--- src/rtl/ripple_count_monitor.sv ---
// ripple_count_monitor: checks a 4-bit down-count stream for legal steps, counts wraps,
// and queues each wrap's epoch number in a fall-through FIFO drained by valid/ready.
module ripple_count_monitor #(
  parameter int CNT_W      = 4,
  parameter int EPOCH_W    = 8,
  parameter int FIFO_DEPTH = 4
) (
  input  logic               clk,
  input  logic               reset,
  input  logic               sample_en,
  input  logic [CNT_W-1:0]   q_in,
  input  logic               err_clr,
  input  logic               wrap_ready,
  output logic               wrap_valid,
  output logic [EPOCH_W-1:0] wrap_epoch,
  output logic [CNT_W-1:0]   cur_count,
  output logic               seq_err,
  output logic               overflow,
  output logic               fifo_full
);
  localparam int AW = $clog2(FIFO_DEPTH);
  localparam logic [AW:0] FULL = (AW+1)'(FIFO_DEPTH);

  typedef enum logic [1:0] {S_IDLE, S_TRACK, S_ERROR} state_t;

  state_t             r_state, w_nxt;
  logic [CNT_W-1:0]   r_cur;
  logic [EPOCH_W-1:0] r_epoch;
  logic [EPOCH_W-1:0] r_fifo [FIFO_DEPTH];
  logic [AW-1:0]      r_wp, r_rp;
  logic [AW:0]        r_cnt;
  logic               r_seq_err, r_ovf;

  logic [CNT_W-1:0]   w_dec;
  logic [EPOCH_W-1:0] w_epoch_inc;
  logic               w_check, w_legal, w_bad, w_wrap, w_pop, w_full, w_push;

  assign w_dec       = r_cur - 1'b1;
  assign w_epoch_inc = r_epoch + 1'b1;
  assign w_check     = sample_en && r_state == S_TRACK;
  assign w_legal     = q_in == r_cur || q_in == w_dec || q_in == '0;
  assign w_bad       = w_check && !w_legal;
  // err_clr suppresses the check on its edge, wrap detection included
  assign w_wrap      = w_check && !err_clr && r_cur == '0 && q_in == '1;
  assign w_full      = r_cnt == FULL;
  assign w_pop       = wrap_valid && wrap_ready;
  assign w_push      = w_wrap && (!w_full || w_pop);

  always_comb begin
    w_nxt = r_state;
    if (err_clr) w_nxt = S_IDLE;
    else if (sample_en) w_nxt = r_state == S_IDLE ? S_TRACK : w_bad ? S_ERROR : r_state;
  end

  always_ff @(posedge clk) begin
    if (!reset) begin
      r_state   <= S_IDLE;
      r_cur     <= '0;
      r_epoch   <= '0;
      r_wp      <= '0;
      r_rp      <= '0;
      r_cnt     <= '0;
      r_seq_err <= 1'b0;
      r_ovf     <= 1'b0;
    end else begin
      r_state   <= w_nxt;
      if (sample_en) r_cur <= q_in;
      if (w_wrap) r_epoch <= w_epoch_inc;
      if (w_push) r_wp <= r_wp + 1'b1;
      if (w_pop) r_rp <= r_rp + 1'b1;
      r_cnt     <= r_cnt + (AW+1)'(w_push) - (AW+1)'(w_pop);
      r_seq_err <= !err_clr && (r_seq_err || w_bad);
      r_ovf     <= !err_clr && (r_ovf || (w_wrap && w_full && !w_pop));
    end
  end

  always_ff @(posedge clk)
    if (w_push) r_fifo[r_wp] <= w_epoch_inc;

  assign wrap_valid = r_cnt != '0;
  assign wrap_epoch = wrap_valid ? r_fifo[r_rp] : '0;
  assign cur_count  = r_cur;
  assign seq_err    = r_seq_err;
  assign overflow   = r_ovf;
  assign fifo_full  = w_full;
endmodule

--- config.mk ---
export PLATFORM = sky130hd
export DESIGN_NAME = ripple_count_monitor
export DESIGN_NICKNAME = d
export VERILOG_FILES = /design/src/rtl/ripple_count_monitor.sv
export SDC_FILE = /design/constraint.sdc
export NUM_CORES = 1
export LEC_CHECK = 0
export ABC_CLOCK_PERIOD_IN_PS = 3400
export CAP_MARGIN = 20
export CORE_MARGIN = 5
export CORE_UTILIZATION = 30
export DETAILED_ROUTE_END_ITERATION = 12
export PLACE_DENSITY = 0.51
export SLEW_MARGIN = 20
export SYNTH_ARGS = -nofsm -noshare
export SYNTH_HDL_FRONTEND = slang
export SYNTH_SLANG_ARGS = --single-unit
--- constraint.sdc ---
create_clock -name clk -period 3.4 [get_ports clk]
set_clock_uncertainty 0.1 [all_clocks]
set_input_delay 0.34 -clock clk [delete_from_list [all_inputs] [get_ports clk]]
set_output_delay 0.34 -clock clk [all_outputs]
set_load 0.1 [all_outputs]
==> summary by stage <==
Status
The flow ran to the end, and the final reports show no timing, DRC or antenna violations.

Synthesis
In the post-synthesis netlist, the biggest area contributors are sky130_fd_sc_hd__edfxtp_1 38%, sky130_fd_sc_hd__dfxtp_1 20%, sky130_fd_sc_hd__mux4_2 7.1%. The synthesized design spends more area on one cell type than any other, namely sky130_fd_sc_hd__edfxtp_1. The net count after synthesis is 214.

The instance count of the mapped netlist is 196. The fraction of post-synthesis cell area in the top cell type by area is 37.9%. After synthesis, the share of flip-flops with an asynchronous set or reset is 0%.

The cell with the most instances after synthesis is sky130_fd_sc_hd__edfxtp_1. Counting instances in the post-synthesis netlist gives the leading cell types as 32 x sky130_fd_sc_hd__edfxtp_1, 25 x sky130_fd_sc_hd__dfxtp_1, 17 x sky130_fd_sc_hd__nor2_1, 17 x sky130_fd_sc_hd__xnor2_1, 14 x sky130_fd_sc_hd__and2_1. The netlist uses 34 different library cells. The flip-flop cell with the highest count after synthesis is sky130_fd_sc_hd__edfxtp_1.

Yosys printed 0 warnings. The synthesized design contains 57 register bits. The number of enable flip-flop cells after synthesis is 32. Summing the sequential cell areas from Yosys gives 57.7% of the chip area. The combined area of all synthesized cells is 0.00253 mm2. The post-synthesis area per instance is 12.9 um2.

Global route
The number of global-route vias before repair is 1,545. The maximum number of pins on one net before global-route repair is 19. The total congestion overflow after global routing is 0. The number of antenna violations at the first check in global routing is 0. The global-route wire length before repair is 7810 um.

The total global-route track usage is 10.1%.

Timing
The final-report max-slew violation count is 0. Once routing completed, OpenROAD measured the worst setup slack at 0.673 ns. The worst path needs 2.73 ns of the cycle, external delays included. The worst pin sits at a relative slew slack of 34.9%. Setup repair after global routing left no endpoint under its margin. The number of hold violations in the final report is 0. Static timing analysis puts the maximum clock frequency at 0.367 GHz.

The fraction of the cycle the final worst path needs is 80.2%. After routing, the total negative slack on setup checks comes to 0 ns. The setup violation total in the final timing report is 0.

For the pin with the worst max-slew slack, the measured transition is 0.973 ns.

Drt
The routed design has 4530 um of wire. After detailed routing, the number of remaining DRC violations is 0. The detailed router finished its first iteration with 46 violations. The via density per instance is 4.49. The first detailed-routing pass ran for 5 iterations. The total vias in the final route is 1,517.

The detail route stage leaves a number of antenna-violating nets equal to 0. The per-cell routed wire length is 13.4 um.

Clocking
The quantity of gates resized following cts is 0. The clock insertion delay at the later pin of the skew report is 0.33 ns. The TritonCTS clock tree is built.

The clock passes through at most 2 buffers. The clock tree synthesis step divided the H-tree into 3 levels. The clock tree root buffer cell is sky130_fd_sc_hd__clkbuf_8. Clock tree synthesis found a total of 57 sinks. The CTS buffer count is 9. Once the clock tree was built, the setup fixing pass inserted 0 buffers. The clock input transition at the sequential cells of the worst setup and hold paths is 0.06 ns. Buffers inserted to repair hold after CTS numbered 0.

Die
The floorplan core area is 0.00822 mm2. The initialized floorplan defines 33 standard-cell rows. In this run the count of I/O pins placed on the die edge is 25. The starting utilization of the core area is 30.9%. In this run the vertical extent of the chip is 102 um. The die covers 0.0104 mm2.

The die outline width is 102 um.

Layout
The number of antenna diodes in the final layout is 0. After the last flow step, the layout net total stands at 246. Compared with the post-synthesis result, the final layout area differs by 21.1%.

The share of layout cells above drive strength 1 is 17.6%.

Worst setup path
STA classifies the critical path startpoint as an input pin. The worst register-to-register path begins at cur_count[0]. The highest net fanout along the worst path is 8. The delay of the slowest cell on the worst path is 0.63 ns. The critical path in this run is classified as in2reg. The endpoint identified for the worst register-to-register timing path is r_cnt[2]. Walking the worst path, the cells encountered are clkdlybuf4s50_1 -> nand4bb_4 -> or3_1 -> nand3_1 -> nand2_1 -> ha_1 -> fa_1 -> xnor2_1 -> xnor2_1 -> nor2_1.

The endpoint required time on the critical path is 3.51 ns. On the critical path, the stage with the largest delay is an instance of sky130_fd_sc_hd__clkdlybuf4s50_1. The critical path's most frequent cell is sky130_fd_sc_hd__xnor2_1.

The data arrival time of the worst path is 2.84 ns. STA classifies the critical path endpoint as a flop. Measured in cells, the most critical reg-to-reg path has a length of 11. Across all register-to-register paths, the minimum setup slack is 0.84 ns.

Power
In this run the static leakage power is 0.00107 uW. IR analysis of the VDD net gives a maximum drop of 0.337 mV. In this run the power density over the cells is 721 mW/mm2.

Placement
OpenSTA, run right after detailed placement, puts the worst setup slack at 0.316 ns. The detailed placement HPWL is 3200 um. Port buffering added 24 buffers. The congestion estimate from routability-driven global placement came to 0.740.

Hold path
The worst hold path passes through 2 cells. The hold path endpoint is seq_err. The kind of path behind the tightest hold check is reg2reg. The worst hold path begins at seq_err.

Flow run
Across the run, the number of max-cap violations was 0.
## power by group
group | leakage, uW | internal, uW | switching [uW]
logic | 0.000467 | 243 | 561
registers | 0.000509 | 756 | 56.1
clock network | 0.0000897 | 333 | 264
## cell usage in the layout (no fill, tap or decap), drive strengths merged, types with 2 or more instances in the layout
cell type       n
or3             5
nor3            2
mux2i           5
a21oi           8
nor2           17
inv             9
nor3b           2
ha              8
clkbuf         10
dfxtp          25
nand3           4
nand2           8
xnor2          17
mux4            8
nor4            5
or2             2
o21ai           2
buf            14
edfxtp         32
and2           14
xor2            4
clkdlybuf4s50  14
clkinv          4
clkinvlp        2
## per-stage QoR
stage	std cells	instance area (um2)	util (%)	hold WS [ns]	total power (uW)
2_1_floorplan	196	2530	-	0.341	1480
3_3_place_gp	322	2880	35.1	0.343	1640
3_5_place_dp	322	2880	35.1	0.340	1640
4_1_cts	338	3070	37.4	0.356	2250
5_1_grt	338	3070	37.4	0.395	2320
6_report	338	3070	37.4	0.354	2210
## area by class of cell
class                   count  area, um2
repair buffers             28        245
clock buffers              10        128
inverters                  10       37.5
clock inverters             6       58.8
fillers                   814       5150
multi-input cells         122       1010
well taps                 105        131
flip-flops and latches     57       1460
## how the worst max path moves through the flow
stage | start | end | slack, ns | cells after the start
2_1_floorplan | cur_count[0] | r_cnt[2] | 0.39 | 12
3_3_place_gp | q_in[1] | r_cnt[2] | 0.34 | 10
3_5_place_dp | q_in[1] | r_cnt[2] | 0.32 | 10
4_1_cts | q_in[1] | r_cnt[2] | 0.68 | 10
5_1_grt | q_in[1] | r_cnt[2] | 0.49 | 10
6_report | q_in[1] | r_cnt[2] | 0.67 | 10
## sequential cells by signal (all words and copies together) (netlist names), named ones only
| register | count |
|---|---|
| seq_err | 1 |
| overflow | 1 |
| r_rp | 2 |
| r_state | 2 |
| r_wp | 2 |
| cur_count | 4 |
| r_cnt | 3 |
| r_fifo | 32 |
| r_epoch | 8 |
## critical path, delay by kind of cell
family / cells / cell delay (ns)
buffers and inverters: 1 / 0.63
XOR/XNOR: 2 / 0.32
adder cells (fa/ha/maj): 2 / 0.56
AND/OR/NAND/NOR: 5 / 0.97
## cells by family after synthesis
family,synth area share [%]
simple gates,15.2
flops,57.7
xor+xnor,8.19
buf+inv,2.62
mux,9.08
compound gates,2.57
fa+ha+maj,4.74
## per-layer routing
metal / wire, um / share of wire [%] / track usage [%] / vias up
met2: 2080 / 46 / 15.3 / 33
met4: 51 / 1.1 / 3.63 / 0
met1: 2130 / 47 / 12.6 / 717
met5: 0 / 0 / 0 / -
li1: - / - / - / 761
met3: 262 / 5.8 / 4.91 / 6
Note: power is estimated with default switching activity, not from simulation.
